File: config.mk
export PLATFORM = sky130hd
export DESIGN_NAME = router_sync_filter
export DESIGN_NICKNAME = d
export VERILOG_FILES = /design/src/rtl/router_sync_filter.sv
export SDC_FILE = /design/constraint.sdc
export NUM_CORES = 1
export LEC_CHECK = 0
export ABC_CLOCK_PERIOD_IN_PS = 1600
export BUFFER_PORTS_ARGS = -buffer_cell sky130_fd_sc_hd__buf_2
export CAP_MARGIN = 25
export CORE_UTILIZATION = 30
export DETAILED_ROUTE_END_ITERATION = 8
export GPL_ROUTABILITY_DRIVEN = 0
export PLACE_DENSITY = 0.61
export SETUP_SLACK_MARGIN = 0.2
export SYNTH_ARGS = -nofsm -noshare
export SYNTH_HDL_FRONTEND = slang
export SYNTH_SLANG_ARGS = --single-unit
File: constraint.sdc
create_clock -name clk -period 1.6 [get_ports clk]
set_clock_uncertainty 0.05 [all_clocks]
set_input_delay 0.08 -clock clk [delete_from_list [all_inputs] [get_ports clk]]
set_output_delay 0.08 -clock clk [all_outputs]
set_load 0.01 [all_outputs]
File: src/rtl/router_sync_filter.sv
`default_nettype none
// ============================================================================
// Module   : router_sync_filter
// Brief    : Per-channel synchroniser, stability filter, edge pulses and
//            sticky event flags for asynchronous router control lines.
// Revision : 1.0 - initial release
// ============================================================================
module router_sync_filter #(
  parameter int                  CHANNELS      = 4,
  parameter int                  STAGES        = 2,
  parameter int                  FILTER_CYCLES = 4,
  parameter logic [CHANNELS-1:0] RESET_VAL     = {CHANNELS{1'b0}}
) (
  input  logic                clk,
  input  logic                rst,
  input  logic [CHANNELS-1:0] async_in,
  input  logic [CHANNELS-1:0] clear,
  output logic [CHANNELS-1:0] sync_out,
  output logic [CHANNELS-1:0] filt_out,
  output logic [CHANNELS-1:0] rise_pulse,
  output logic [CHANNELS-1:0] fall_pulse,
  output logic [CHANNELS-1:0] event_sticky
);

  generate
    if (STAGES < 2) begin : g_stages_check
      $error("router_sync_filter: STAGES must be >= 2");
    end
  endgenerate

  // Plain flop chain: stage 0 is the only flop that sees async_in.
  logic [STAGES-1:0][CHANNELS-1:0] r_sync;

  always_ff @(posedge clk or posedge rst) begin
    if (rst) begin
      r_sync <= {STAGES{RESET_VAL}};
    end else begin
      r_sync[0] <= async_in;
      for (int s = 1; s < STAGES; s++) begin
        r_sync[s] <= r_sync[s-1];
      end
    end
  end

  assign sync_out = r_sync[STAGES-1];

  generate
    if (FILTER_CYCLES > 0) begin : g_filter
      localparam int                 c_cnt_w    = $clog2(FILTER_CYCLES + 1);
      localparam logic [c_cnt_w-1:0] c_cnt_last = c_cnt_w'(FILTER_CYCLES - 1);

      logic [CHANNELS-1:0][c_cnt_w-1:0] r_cnt;
      logic [CHANNELS-1:0]              r_filt;

      // Any cycle where the synchronised level agrees with the accepted one
      // restarts the count, so only an unbroken run is accepted.
      always_ff @(posedge clk or posedge rst) begin
        if (rst) begin
          r_cnt  <= '0;
          r_filt <= RESET_VAL;
        end else begin
          for (int i = 0; i < CHANNELS; i++) begin
            if (sync_out[i] != r_filt[i]) begin
              if (r_cnt[i] == c_cnt_last) begin
                r_filt[i] <= sync_out[i];
                r_cnt[i]  <= '0;
              end else begin
                r_cnt[i] <= r_cnt[i] + 1'b1;
              end
            end else begin
              r_cnt[i] <= '0;
            end
          end
        end
      end

      assign filt_out = r_filt;
    end else begin : g_bypass
      assign filt_out = sync_out;
    end
  endgenerate

  logic [CHANNELS-1:0] r_filt_prev;
  logic [CHANNELS-1:0] r_sticky;

  always_ff @(posedge clk or posedge rst) begin
    if (rst) begin
      r_filt_prev <= RESET_VAL;
    end else begin
      r_filt_prev <= filt_out;
    end
  end

  assign rise_pulse = filt_out & ~r_filt_prev;
  assign fall_pulse = ~filt_out & r_filt_prev;

  // A pulse arriving together with clear still sets the flag.
  always_ff @(posedge clk or posedge rst) begin
    if (rst) begin
      r_sticky <= '0;
    end else begin
      r_sticky <= rise_pulse | fall_pulse | (r_sticky & ~clear);
    end
  end

  assign event_sticky = r_sticky;

endmodule
`default_nettype wire

==> results of run 1 <==
==> cell usage after synthesis, drive strengths merged <==
cell type  count
buf            4
dfrtp         32
ha            12
inv           13
mux2           4
nor2b          4
nor3           4
nor3b          8
o21ai          4
xnor2          4
==> cells in the final DEF (no fill, tap or decap), drive strengths merged, types with 6 or more instances in the layout <==
cell         instances
nor3b                8
buf                 30
inv                 13
dlygate4sd3          9
dfrtp               32
ha                  12
clkbuf               6
==> flip-flops by register name, summed over array words and instances, names as in the netlist <==
name,cells
r_sync,4
event_sticky,4
r_filt_prev,4
g_filter.r_cnt,12
sync_out,4
filt_out,4
==> layer usage <==
layer | global-route usage (%) | vias up | wire length, µm
met1 | 11.3 | 382 | 778
met4 | 5.59 | 0 | 44
met3 | 5.14 | 5 | 110
met2 | 19.6 | 20 | 1040
met5 | 0 | - | 0
li1 | - | 361 | -
==> final cells by class <==
| type | count | area (µm²) | area share, % |
|---|---|---|---|
| clock inverters | 1 | 5.00 | 0.309 |
| multi-input cells | 40 | 385 | 23.8 |
| repair buffers | 39 | 243 | 15.0 |
| well taps | 50 | 62.6 | 3.87 |
| flip-flops and latches | 32 | 801 | 49.5 |
| clock buffers | 6 | 72.6 | 4.49 |
| inverters | 13 | 48.8 | 3.02 |
==> stage by stage <==
step | power (mW) | utilization (%) | hold WS [ns]
2_1_floorplan | 1.80 | - | 0.0614
3_3_place_gp | 2.03 | 36.0 | 0.121
3_5_place_dp | 2.12 | 36.0 | 0.132
4_1_cts | 2.71 | 40.2 | 0.309
5_1_grt | 2.90 | 40.2 | 0.316
6_report | 2.66 | 40.2 | 0.304
==> power groups by stage <==
| stage | registers [mW] | clock network (mW) | logic, mW |
|---|---|---|---|
| 2_1_floorplan | 1.26 | 0 | 0.535 |
| 3_3_place_gp | 1.23 | 0 | 0.798 |
| 3_5_place_dp | 1.26 | 0 | 0.867 |
| 4_1_cts | 1.24 | 0.580 | 0.889 |
| 5_1_grt | 1.28 | 0.623 | 0.996 |
| 6_report | 1.24 | 0.560 | 0.860 |
==> timing repair <==
action	CTS	global route
endpoints found under the hold margin	40	0
hold buffers	9	0
setup endpoints to repair	0	0
==> final timing paths <==
path / startpoint / endpoint / slack, ns / cells after the start
hold reg to reg: r_sync[2] / sync_out[2] / 0.30 / 0
setup reg to reg: g_filter.r_cnt[0] / filt_out[0] / 0.40 / 3
setup / recovery: filt_out[3] / fall_pulse[3] / 0.35 / 3
min in group asynchronous: rst / r_sync[3] / 0.36 / 4
max in group asynchronous: rst / event_sticky[3] / 0.84 / 4
hold / removal: r_sync[2] / sync_out[2] / 0.30 / 0
==> kinds of logic (layout without fill, tap and decap cells) <==
| kind of cell | Yosys count | after routing | synth area share [%] |
|---|---|---|---|
| flip-flops | 32 | 32 | 63.3 |
| buffers and inverters | 17 | 59 | 6.23 |
| AND/OR/NAND/NOR | 16 | 16 | 10.7 |
| adder cells (fa/ha/maj) | 12 | 12 | 11.9 |
| AO/OA/AOI/OAI | 4 | 4 | 1.58 |
| XOR/XNOR | 4 | 4 | 2.77 |
| multiplexers | 4 | 4 | 3.56 |
==> results.cfg, run 1 <==
[hold_path]
hp-class = flop to flop

[final_layout]
fin_cells = 181
drive_gt1_share_pct = 33.6
syn_to_final_growth_pct = 27.9
diodes = 0
num-fill-cells = 401
nets = 153
fin_area_um2 = 1620

[power]
p_leak_nw = 0.825
clockPowerShare_pct = 21.1
switching_share_pct = 32.9
pwr-share-comb_pct = 32.4
seq_power_share_pct = 46.6
p_sw_uw = 873
max-vdd-ir-drop_v = 0.000709
p_int_mw = 1.78
p_per_area_nw_per_um2 = 1640

[die]
core_area_um2 = 4030
die_h_um = 66.9
dieArea_um2 = 4480
dieWidth_um = 66.9
initial_core_util_pct = 31.4
rows = 23
pin_count = 30

[outcome]
status = completed

[sta]
hold_viol = 0
grt_setup_unrepaired = no
finalWorstSetupSlack_ns = 0.349
fin_setup_tns_ns = 0
final_max_slew_viol_count = 0
fmax_ghz = 0.799
worstMarginPinSlew_ns = 0.391
finalSetupViolations = 0
max_slew_margin_pct = 73.9
fin_crit_sh_pct = 78.2
layout_min_cycle_time_ns = 1.25

[route]
vias_per_cell = 4.24
wl_um = 1970
first_iter_violations = 20
routedWlPerCell_um = 10.9
drc = 0
first_pass_iters = 4
antenna_left = 0
vias = 768

[yosys]
syn_nets = 111
synth_seq_cells = 32
yosysWarnings = 0
synth.area.top_cells = dfrtp_1 (63%), ha_1 (12%), nor3b_1 (4.7%), nor2b_4 (4.4%), inv_1 (3.9%)
yosys.area.top_type = dfrtp_1
syn-cell-area_um2 = 1260
synth.distinct_cells = 10
synth_cells = 89
synth_top_area_share_pct = 63.3
ys_seq_area_share_pct = 63.3
syn_area_per_cell_um2 = 14.2

[clock_network]
clk_pin_slew_worst_paths_ns = 0.06
cts_buffers = 5
cts_resized = 0
clk_latency_ns = 0.28
post_cts_buffers = 0
root_buffer = clkbuf_8
clockBufferDepth = 2
h-tree-depth = 2
cts_tree = built
clkSinkCount = 32

[placement]
placed_area_um2 = 1450
dpl.hpwl_um = 1430
dpl.cell_count = 165
place_ws_ns = 0.408
io_buffers = 29

[setup_path]
start_kind = flop
critPathTopFamily = flip-flops
cp_data_required_time_ns = 1.47
arrival_ns = 1.12
max_stage_delay_ns = 0.45
cp_num_buf_inv = 2
cp_slowest_cell = dfrtp_1
endpoint_kind = output pin
path_cells = inv_1, ha_1, buf_2
cp_max_fo = 6
path_class = flop to output pin

[global_routing]
grt.total_usage_pct = 11.3
overflow = 0
antenna_found_initial = 0
grt_max_degree = 33
grt_pass1_vias = 848
grt_pass1_wl_um = 3570

[run]
drv_cap = 0
No activity file was read; power rests on OpenSTA's default activity.
==> run 2, diff against run 1 <==
ABC_CLOCK_PERIOD_IN_PS = 1250   (was 1600)
clock period = 1.25 ns   (was 1.6 ns; I/O delays follow)
==> run 2 against run 1 <==
Critical path depth is the same. Clock-buffer cell count increased by 2. Cell area increased by 27%. Global-route usage rose by 1.6 points. First-iteration DRC count is 15% lower. Final cell count rose by 9.4%. Register-to-register slack worse by 0.35 ns. Die area unchanged. Sequential power grew 30%. Critical endpoint is now filt_out[2]. Largest power group is now combinational cells. Highest routed layer unchanged.
==> results.cfg, run 2 (same netlist as run 1, synthesis figures left out) <==
[outcome]
status = completed

[clock_network]
clockBufferDepth = 2
clk_pin_slew_worst_paths_ns = 0.06
cts_buffers = 5
root_buffer = clkbuf_8
h-tree-depth = 2
cts_tree = built
clk_latency_ns = 0.28
clkSinkCount = 32

[die]
die_h_um = 66.9
pin_count = 30
dieWidth_um = 66.9
dieArea_um2 = 4480
rows = 23
initial_core_util_pct = 31.4
core_area_um2 = 4030

[placement]
io_buffers = 29
placed_area_um2 = 1480
dpl.hpwl_um = 1470

[route]
wl_met2_um = 1430
vias = 843
route.met3.wl_um = 120
vias_per_cell = 4.26
first_iter_violations = 17
met1_length_um = 870
first_pass_iters = 3
drc = 0
antenna_left = 0
routed.top_layer = met4
wl_um = 2460
routedWlPerCell_um = 12.4

[final_layout]
nets = 169
largest_register_ffs = 12
diodes = 0
mostFrequentLayoutCells = dfrtp_1 (30), buf_2 (18), buf_6 (18), buf_4 (10)
regMostFlops = g_filter.r_cnt
fin_area_um2 = 2050
layout_commonest_cell = dfrtp_1
drive_gt1_share_pct = 61.5
syn_to_final_growth_pct = 62.4

[sta]
grt_setup_unrepaired = yes
worstMarginPinSlew_ns = 0.390
max_slew_margin_pct = 74.0
fin_setup_tns_ns = 0
layout_min_cycle_time_ns = 1.20
fin_crit_sh_pct = 95.7
finalSetupViolations = 0
final_max_slew_viol_count = 0
fmax_ghz = 0.836
hold_viol = 0

[power]
p_int_mw = 3.13
p_leak_nw = 0.973
clockPowerShare_pct = 17.1
switching_share_pct = 32.5
seq_power_share_pct = 34.8
pwr-share-comb_pct = 48.2
p_sw_mw = 1.50
max-vdd-ir-drop_v = 0.000864
p_per_area_nw_per_um2 = 2250

[hold_path]
hp-class = flop to flop

[global_routing]
overflow = 0
grt_pass1_wl_um = 4050
grt_pass1_vias = 931
grt_max_degree = 33
grt.total_usage_pct = 12.9
antenna_found_initial = 0

[setup_path]
path_cells = ha_2, nor2b_4, mux2_4
start_kind = flop
max_stage_delay_ns = 0.37
cp_max_fo = 3
arrival_ns = 1.31
cp_data_required_time_ns = 1.36
endpoint_kind = flop
cp_slowest_cell = dfrtp_1
path_class = flop to flop

[run]
drv_cap = 0
-- run 2: cell count changes in the layout (fill, tap and decap cells not counted), sizes merged --
cell	change
buf	+16
clkbuf	+2
clkinv	-1
-- run 2: per-layer routing --
metal / vias to the layer above / track usage, %
met5: - / 0
met4: 0 / 5.59
met3: 4 / 5.14
met2: 24 / 24.0
met1: 419 / 12.2
li1: 396 / -
-- run 2: timing repair --
action | CTS | global route
gates cloned | 0 | 0
setup buffers | 12 | 4
hold buffers | 9 | 0
hold endpoints to repair | 40 | 0
endpoints found under the setup margin | 16 | 28
resized for setup | 23 | 32
pin swaps | 9 | 9
-- run 2: layout make-up --
| cell class | count | area (µm²) |
|---|---|---|
| clock buffer | 8 | 90.1 |
| inverter | 13 | 48.8 |
| sequential | 32 | 803 |
| tap | 50 | 62.6 |
| timing repair buffer | 55 | 458 |
| multi-input combinational | 40 | 592 |
| fill | 354 | 1970 |
-- run 2: path summary, 6_finish.rpt --
check                           cells after the start         startpoint  slack, ns           to
worst min-delay path                                0          r_sync[2]       0.29  sync_out[2]
min in group asynchronous                           4                rst       0.36    r_sync[0]
max in group asynchronous                           4                rst       0.48  filt_out[0]
worst max-delay path                                3  g_filter.r_cnt[6]       0.05  filt_out[2]
worst min register to register                      0          r_sync[2]       0.29  sync_out[2]
worst max register to register                      3  g_filter.r_cnt[6]       0.05  filt_out[2]
-- run 2: critical path, delay by kind of cell, from the launching register on --
family        cells  cell delay [ns]
mux               1             0.30
fa+ha+maj         1             0.19
simple gates      1             0.18
flops             1             0.37
-- run 2: power groups by stage --
stage	logic, mW	registers [mW]	clock network [mW]
2_1_floorplan	0.734	1.63	0
3_3_place_gp	1.07	1.58	0
3_5_place_dp	1.16	1.62	0
4_1_cts	1.73	1.57	0.820
5_1_grt	2.48	1.65	0.878
6_report	2.23	1.61	0.790
-- run 2: per-stage QoR --
stage | instances | utilization [%] | hold slack (ns) | power (mW) | worst slack, ns
2_1_floorplan | 89 | - | 0.0439 | 2.36 | 0.138
3_3_place_gp | 165 | 36.6 | 0.102 | 2.65 | 0.122
3_5_place_dp | 165 | 36.6 | 0.117 | 2.78 | 0.0748
4_1_cts | 194 | 45.9 | 0.294 | 4.12 | 0.0655
5_1_grt | 198 | 51.0 | 0.314 | 5.01 | 0.0173
6_report | 198 | 51.0 | 0.294 | 4.63 | 0.0535
==> run 3, diff against run 2 <==
==> constraint.sdc (replaced) <==
create_clock -name clk -period 1.25 [get_ports clk]
set_clock_uncertainty 0.05 [all_clocks]
set_input_delay 0.1875 -clock clk [delete_from_list [all_inputs] [get_ports clk]]
set_output_delay 0.1875 -clock clk [all_outputs]
set_load 0.01 [all_outputs]
==> run 3 against run 2 <==
The run now ends with setup timing left. Clock-buffer cell count did not move. Sequential share of layout area fell by 1.4 points. Critical path depth is 1 lower. Flip-flop and latch count did not move.
==> results.cfg, run 3 (same netlist as run 1, synthesis figures left out) <==
[setup_path]
cp_num_buf_inv = 1
critPathTopFamily = flip-flops
start_kind = flop
r2r_end = filt_out[2]
path_cells = ha_2, buf_6
endpoint_kind = output pin
rr_worst_depth = 3
rr_startpoint = g_filter.r_cnt[6]
cp_max_fo = 4
path_class = flop to output pin
cp_slowest_cell = dfrtp_2
rrSetupSlack_ns = 0.02
max_stage_delay_ns = 0.44
arrival_ns = 1.02
cp_data_required_time_ns = 1.01

[power]
p_int_mw = 3.23
max-vdd-ir-drop_v = 0.000976
p_leak_nw = 1.02
clockPowerShare_pct = 16.7
p_sw_mw = 1.55
seq_power_share_pct = 33.3
pwr-share-comb_pct = 50.0
finalPower_mw = 4.78
switching_share_pct = 32.5
p_per_area_nw_per_um2 = 2240

[clock_network]
cts_tree = built
clk_latency_ns = 0.28
cts_buffers = 5
h-tree-depth = 2
clockBufferDepth = 2
root_buffer = clkbuf_8
clkSinkCount = 32
clk_pin_slew_worst_paths_ns = 0.06

[outcome]
status = finished, violations left
failed_checks = setup timing

[die]
initial_core_util_pct = 31.4
pin_count = 30
dieArea_um2 = 4480
rows = 23
die_h_um = 66.9
dieWidth_um = 66.9
core_area_um2 = 4030

[global_routing]
grt.total_usage_pct = 13.5
grt_pass1_vias = 955
overflow = 0
antenna_found_initial = 0
grt_max_degree = 33
grt_pass1_wl_um = 4170

[final_layout]
nets = 175
layout_commonest_cell = dfrtp_1
diodes = 0
num-fill-cells = 351
multi_input_area_um2 = 604
syn_to_final_growth_pct = 69.1
regMostFlops = g_filter.r_cnt
largest_register_ffs = 12
mostFrequentLayoutCells = dfrtp_1 (28), buf_6 (20), buf_2 (17), buf_4 (17)
fin_cells = 204
ff_latch_area_um2 = 806
drive_gt1_share_pct = 68.2
fin_area_um2 = 2140
final_util_pct = 53.1

[route]
drc = 0
wl_um = 2710
first_iter_violations = 13
vias_per_cell = 4.29
first_pass_iters = 2
vias = 876
antenna_left = 0
routedWlPerCell_um = 13.3

[hold_path]
min_from = clear[3]
min_to = event_sticky[3]
min_path_cells = 2
hp-class = input pin to flop

[sta]
final_max_slew_viol_count = 0
max_slew_margin_pct = 72.9
fin_setup_tns_ns = -0.0239
finalSetupViolations = 3
hold_viol = 0
layout_min_cycle_time_ns = 1.26
holdWs_ns = 0.0371
fmax_ghz = 0.792
grt_setup_unrepaired = yes
finalWorstSetupSlack_ns = -0.0121
worstMarginPinSlew_ns = 0.406
fin_crit_sh_pct = 101

[placement]
io_buffers = 29
dpl.hpwl_um = 1470
place_ws_ns = 0.0748
dpl.cell_count = 165
placed_area_um2 = 1480

[run]
drv_cap = 0
==> run 3: cell type report <==
class                           instances  area share [%]
Clock buffer                            8            4.21
Inverter                               13            2.28
Multi-Input combinational cell         40            28.2
Sequential cell                        32            37.7
Tap cell                               50            2.92
Timing Repair Buffer                   61            24.7
==> run 3: power by group through the flow <==
stage	Sequential, mW	Combinational, mW	Clock (mW)
2_1_floorplan	1.63	0.734	0
3_3_place_gp	1.58	1.07	0
3_5_place_dp	1.62	1.16	0
4_1_cts	1.58	2.12	0.820
5_1_grt	1.63	2.63	0.873
6_report	1.59	2.39	0.799
==> run 3: per-layer routing <==
metal  GRT usage, %  routed length [µm]  part of all wire (%)
met3           5.14                 116                   4.3
met2           26.0                1580                    58
met1           12.4                 980                    36
met5              0                   0                     0
met4           5.59                  36                   1.3
==> run 3: what timing repair did <==
item                                    CTS  global route
hold endpoints to repair                 36             0
setup buffers                            17             9
hold buffers                              5             0
gates resized for setup                  47            13
endpoints found under the setup margin   26            36
pin swaps                                12            10
==> run 3: worst max-delay path by stage <==
stage | from | endpoint | slack [ns] | depth (start not counted)
final | filt_out[2] | rise_pulse[2] | -0.01 | 2
after global routing | r_filt_prev[2] | rise_pulse[2] | -0.06 | 3
after CTS | r_filt_prev[2] | rise_pulse[2] | -0.02 | 3
after detailed placement | g_filter.r_cnt[9] | filt_out[3] | 0.07 | 3
after global placement | g_filter.r_cnt[0] | filt_out[0] | 0.12 | 3
after floorplan | g_filter.r_cnt[0] | filt_out[0] | 0.14 | 3
